File: src/rtl/sipo_deserializer.sv
// Serial-in/parallel-out receiver with a double-buffered valid/ready output.
// A word starts with SP=1 and SYNC=1. The receiver then samples WIDTH bits on
// SP-qualified clocks and hands the finished word to a one-entry output
// register.
// Ports:
//   CK        clock, rising edge
//   LSR       synchronous active-high reset
//   SP        sample enable; SDI and SYNC are ignored while low
//   SDI       serial data bit
//   SYNC      first-bit marker, qualified by SP
//   Q         assembled word (output register)
//   Q_VALID   Q holds an unconsumed word
//   Q_READY   consumer accepts Q when Q_VALID=1
//   OVF       sticky: completed word dropped because Q was full
//   SYNC_ERR  sticky: SYNC seen while a word was partially received
//   BUSY      receiver is mid-word (SHIFT state)
module sipo_deserializer #(
   parameter int unsigned WIDTH     = 8,
   parameter bit          MSB_FIRST = 1'b1
) (
   input  logic             CK,
   input  logic             LSR,
   input  logic             SP,
   input  logic             SDI,
   input  logic             SYNC,
   output logic [WIDTH-1:0] Q,
   output logic             Q_VALID,
   input  logic             Q_READY,
   output logic             OVF,
   output logic             SYNC_ERR,
   output logic             BUSY
);

   localparam int unsigned CW = $clog2(WIDTH + 1);

   typedef enum logic {IDLE = 1'b0, SHIFT = 1'b1} state_e;

   state_e           state_q, state_d;
   logic [CW-1:0]    cnt_q, cnt_d;
   logic [WIDTH-1:0] sr_q, sr_d;
   logic [WIDTH-1:0] q_q, q_d;
   logic             q_valid_q, q_valid_d;
   logic             ovf_q, ovf_d;
   logic             sync_err_q, sync_err_d;
   logic [WIDTH-1:0] sr_ins;
   logic             word_done;

   // Shift register contents after inserting the current SDI bit
   assign sr_ins = MSB_FIRST ? {sr_q[WIDTH-2:0], SDI} : {SDI, sr_q[WIDTH-1:1]};

   // Next-state logic: bit framing, then the output register handshake
   always_comb begin
      state_d    = state_q;
      cnt_d      = cnt_q;
      sr_d       = sr_q;
      q_d        = q_q;
      q_valid_d  = q_valid_q;
      ovf_d      = ovf_q;
      sync_err_d = sync_err_q;
      word_done  = 1'b0;

      if (q_valid_q && Q_READY) begin
         q_valid_d = 1'b0;
      end

      if (SP) begin
         case (state_q)
            IDLE: begin
               if (SYNC) begin
                  sr_d    = sr_ins;
                  cnt_d   = CW'(1);
                  state_d = SHIFT;
               end
            end
            SHIFT: begin
               sr_d = sr_ins;
               if (SYNC) begin
                  // Early SYNC: discard the partial word, restart at bit 1
                  sync_err_d = 1'b1;
                  cnt_d      = CW'(1);
               end else if (cnt_q == CW'(WIDTH - 1)) begin
                  cnt_d     = '0;
                  state_d   = IDLE;
                  word_done = 1'b1;
               end else begin
                  cnt_d = cnt_q + CW'(1);
               end
            end
            default: state_d = IDLE;
         endcase
      end

      // Load when the register is empty or is being drained on this edge
      if (word_done) begin
         if (!q_valid_q || Q_READY) begin
            q_d       = sr_ins;
            q_valid_d = 1'b1;
         end else begin
            ovf_d = 1'b1;
         end
      end
   end

   // State and output registers
   always_ff @(posedge CK) begin
      if (LSR) begin
         state_q    <= IDLE;
         cnt_q      <= '0;
         sr_q       <= '0;
         q_q        <= '0;
         q_valid_q  <= 1'b0;
         ovf_q      <= 1'b0;
         sync_err_q <= 1'b0;
      end else begin
         state_q    <= state_d;
         cnt_q      <= cnt_d;
         sr_q       <= sr_d;
         q_q        <= q_d;
         q_valid_q  <= q_valid_d;
         ovf_q      <= ovf_d;
         sync_err_q <= sync_err_d;
      end
   end

   assign Q        = q_q;
   assign Q_VALID  = q_valid_q;
   assign OVF      = ovf_q;
   assign SYNC_ERR = sync_err_q;
   assign BUSY     = (state_q == SHIFT);

endmodule
File: config.mk
export PLATFORM = sky130hd
export DESIGN_NAME = sipo_deserializer
export DESIGN_NICKNAME = d
export VERILOG_FILES = /design/src/rtl/sipo_deserializer.sv
export SDC_FILE = /design/constraint.sdc
export NUM_CORES = 1
export LEC_CHECK = 0
export CORE_UTILIZATION = 37
export CTS_CLUSTER_DIAMETER = 60
export DETAILED_ROUTE_END_ITERATION = 6
export GPL_TIMING_DRIVEN = 0
export PLACE_DENSITY = 0.64
export SLEW_MARGIN = 25
export SYNTH_ARGS = -nofsm -noshare
export SYNTH_HDL_FRONTEND = slang
export SYNTH_SLANG_ARGS = --single-unit
File: constraint.sdc
create_clock -name CK -period 2.3 [get_ports CK]
set_clock_uncertainty 0.2 [all_clocks]
set_input_delay 0.46 -clock CK [delete_from_list [all_inputs] [get_ports CK]]
set_output_delay 0.46 -clock CK [all_outputs]
set_load 0.03 [all_outputs]
# Word level (Yosys, flattened, before mapping)
# Index checks and enable logic that the tools add are counted.
dict set report totals {
  reg_bits 23
  input_bits 6
}
dict set report op_classes {
  n_addsub 1
  n_eq_ne 2
  n_mux 17
  n_bitwise 2
  reduce_logical 7
}
# op count
set op_table {}
lappend op_table {{7-bit one-hot mux with 2 select lines} 1}
lappend op_table {{4-bit two-way mux} 3}
lappend op_table {{1-bit two-way mux} 10}
lappend op_table {{4-bit one-hot mux with 2 select lines} 1}
lappend op_table {{7-bit two-way mux} 1}
lappend op_table {{2-bit AND reduction} 3}
lappend op_table {{4-bit by 1-bit adder with 4-bit output, second input constant} 1}
lappend op_table {{4-bit by 3-bit == test with 1-bit output, second input constant} 1}
lappend op_table {{3-bit AND reduction} 1}
lappend op_table {{2-bit != test, second input constant} 1}
lappend op_table {{1-bit inverter} 2}
lappend op_table {{1-bit one-hot mux with 2 select lines} 1}
lappend op_table {{1-bit logical AND} 1}
lappend op_table {{1-bit logical NOT} 1}
lappend op_table {{1-bit logical OR} 1}

# Depth between registers and ports, before layout
dict set report depth {
  depth_word 6
  ltp_mapped 5
}

# Least setup slack after synthesis
# OpenSTA, ideal clock, no wires.
dict set report synth_path {
  path_kind {register to register}
  start {reg state_q (netlist: BUSY)}
  end {reg q_q[0] (netlist: Q[0])}
  setup_time_ns 0.072
  arrival_ns 1.391
  required_time_ns 2.028
  path_slack_ns 0.638
  stages_incl_launch_ff 6
  path_buffers 2
  cell_sequence {dfxtp_1 -> buf_6 -> and4b_4 -> and3b_1 -> buf_6 -> mux2i_1}
}
dict set report synth_between {
  elab_chain_cells 3
}
# item line_no
set synth_lines {}
lappend synth_lines {{from (decl)} 38} ;# state_e state_q, state_d;
lappend synth_lines {{from (signal assigned)} 115} ;# state_q <= state_d;
lappend synth_lines {{1-bit two-way mux} 67} ;# case (state_q)
lappend synth_lines {{1-bit two-way mux} 66} ;# if (SP) begin
lappend synth_lines {{2-bit AND reduction (no line)} -}
lappend synth_lines {{to (signal assigned)} 118} ;# q_q <= q_d;
lappend synth_lines {{to (decl)} 41} ;# logic [WIDTH-1:0] q_q, q_d;
# Every way passes these cells.
# A chain may end at the register's enable or synchronous reset.

# Worst setup path after layout
dict set report layout_path {
  start {reg q_q[7] (netlist: Q[7])}
  end {out Q[7]}
}
# item line_no
set layout_rtl {}
lappend layout_rtl {{to (decl)} 26} ;# output logic [WIDTH-1:0] Q,
# No word-level cell between the ends.

==> results.yml <==
synthesis:
  synth_ff_type: "dfxtp_1"
  ys_types: 25
  yosysSeqAreaShare_pct: 45.94
  synth-seq-cells: 23
  synth_enable_flop_cells: 0
  synth-xor-area-share_pct: 0
  async_flop_share_pct: 0
  ys_warn_count: 0
  synth_compound_area_share_pct: 7.615
  synthCells: 100
  syn-cell-area_sq_um: 1002
  synthAdderAreaFrac_pct: 1.248
  avgSynthCellArea_sq_um: 10.02
  syn_nets: 107
  synth_top_family_by_area: "simple AND/OR/NAND/NOR gates"
  synthMuxAreaShare_pct: 14.98
  synthSimpleGateAreaFrac_pct: 24.97
min_path:
  hp-class: "reg -> reg"
placement:
  dpl.hpwl_mm: 1.273
  port_buffers: 17
  place.gp.congestion: 0.8090
  dpl-instance-area_sq_um: 1210
worst_setup_path:
  path_buf_inv: 1
  cp_top_family: "buffers and inverters"
  required_ns: 1.64
  path_cells: "clkdlybuf4s50_1"
  start_kind: "flop"
  critPathKind: "reg -> out"
  arrival_ns: 1.35
  end_kind: "output port"
  cpPeakStageDelay_ns: 0.68
  crit_fanout: 2
  slowest_stage: "clkdlybuf4s50_1"
global_routing:
  gr-usage-met1_pct: 18.51
  busiest_layer: "met2"
  grt_max_degree: 13
  grt_antenna_before_repair: 0
  use_met3_pct: 2.542
  met2_usage_pct: 20.58
  grt_pass1_wl_mm: 2.842
  track_usage_pct: 13.79
  gr-total-overflow: 0
  first_global_vias: 629
drt:
  wl_per_cell_um: 11.87
  drt_iter0_drc: 15
  via_per_inst: 4.887
  routed_wl_mm: 1.793
  first_pass_iters: 3
  drc: 0
  vias: 738
  ant_nets: 0
cells_and_area:
  area.growth.synth_to_final_pct: 23.35
  final_cell_area_sq_um: 1236
  nets: 129
  drive_gt1_share_pct: 8.264
  final_common_cell: "dfxtp_1"
  diodes: 0
  final_cell_mix: "dfxtp_1, clkdlybuf4s50_1, nand2b_1, mux2i_1, nor2_1"
clocking:
  cts_resized: 0
  cts_setup_buffers: 0
  cts_tree: "yes"
  clk_latency_ns: 0.30
  cts-root-buf: "clkbuf_4"
  cts.hold.buffers_added: 0
  cts_max_path_buffers: 2
  clk_pin_slew_ns: 0.13
  clkSinkCount: 23
  cts_inserted_buffers: 3
  cts-htree-levels: 1
outcome:
  status: "completed"
timing:
  slew_viol_final: 0
  relSlewSlack_pct: 63.27
  grt_setup_unrepaired: "false"
  fmax_ghz: 0.4963
  finalCritPeriodShare_pct: 87.60
  hold_viol: 0
  setup_viol: 0
  tightestPinTransition_ns: 0.5508
  setup_tns_ns: 0
  period_minus_slack_ns: 2.015
run:
  max-cap-violations: 0
floorplan:
  die_w_um: 54.05
  io_pins: 18
  die-area_sq_um: 2921
  dieHeight_um: 54.05
  core_sq_um: 2522
  initial_core_util_pct: 39.73
  placement_rows: 18
power_and_ir_drop:
  finalPower_mw: 0.6527
  power_density_nw_per_um2: 528.0
  p_leak_nw: 0.4582
  ir_drop_mv: 0.3188
==> cells in the mapped netlist, drive strengths merged (2+ instances only) <==
cell,number,share of area [%]
a21oi,4,2.0
a31oi,3,1.9
and4b,2,2.5
buf,4,4.1
clkbuf,2,0.75
dfxtp,23,46
mux2i,15,15
nand2,4,1.5
nand2b,16,10
nand3b,2,1.5
nand4b,2,1.7
nor2,11,4.1
nor2b,2,1.2
o21ai,2,1.4
==> flip-flops by register name, indices dropped and copies added, names as in the netlist <==
register and flops:
Q 8, sr_q 7, cnt_q 4, BUSY 1
OVF 1, Q_VALID 1, SYNC_ERR 1
==> cells by family (layout without fill, tap and decap cells) <==
group / after synthesis / count (layout)
flops: 23 / 23
simple gates: 42 / 42
compound gates: 12 / 12
fa+ha+maj: 1 / 1
buf+inv: 7 / 28
mux: 15 / 15
==> power by group <==
part           internal, mW  switching, mW
combinational        0.0304         0.0299
clock                0.0676          0.117
sequential            0.403        0.00391
==> through the flow <==
| stage | hold slack [ns] | worst slack [ns] | cells | utilization [%] |
|---|---|---|---|---|
| finish | 0.2809 | 0.2852 | 151 | 49.01 |
| global route | 0.3102 | 0.2415 | 151 | 49.01 |
| detailed placement | 0.2571 | 0.08452 | 147 | 47.97 |
| CTS | 0.2869 | 0.2703 | 151 | 49.01 |
| floorplan | 0.2469 | 0.6376 | 100 | - |
| global placement | 0.2509 | 0.1092 | 147 | 47.97 |
==> area by class of cell <==
| class | instances | area [sq um] |
|---|---|---|
| well taps | 30 | 37.54 |
| plain buffers | 6 | 48.80 |
| fillers | 247 | 1286 |
| repair buffers | 17 | 170.2 |
| inverters | 1 | 3.754 |
| flip-flops and latches | 23 | 460.4 |
| multi-input cells | 70 | 489.2 |
| clock buffers | 4 | 26.28 |
==> per-layer routing <==
metal / up-vias / part of all wire (%)
met5: - / 0
met4: 0 / 0.84
met3: 2 / 2.3
met2: 7 / 46
met1: 341 / 50
li1: 388 / -
==> worst paths after layout <==
check                                to             startpoint  depth (start not counted)  slack [ns]
setup reg to reg      Q[2]$_SDFFE_PP0P_  cnt_q[0]$_SDFFE_PP0P_                          5        0.63
setup / recovery                   Q[7]      Q[7]$_SDFFE_PP0P_                          1        0.29
hold / removal    SYNC_ERR$_SDFFE_PP0P_  SYNC_ERR$_SDFFE_PP0P_                          2        0.28
hold reg to reg   SYNC_ERR$_SDFFE_PP0P_  SYNC_ERR$_SDFFE_PP0P_                          2        0.28
Note: power is estimated with default switching activity, not from simulation.
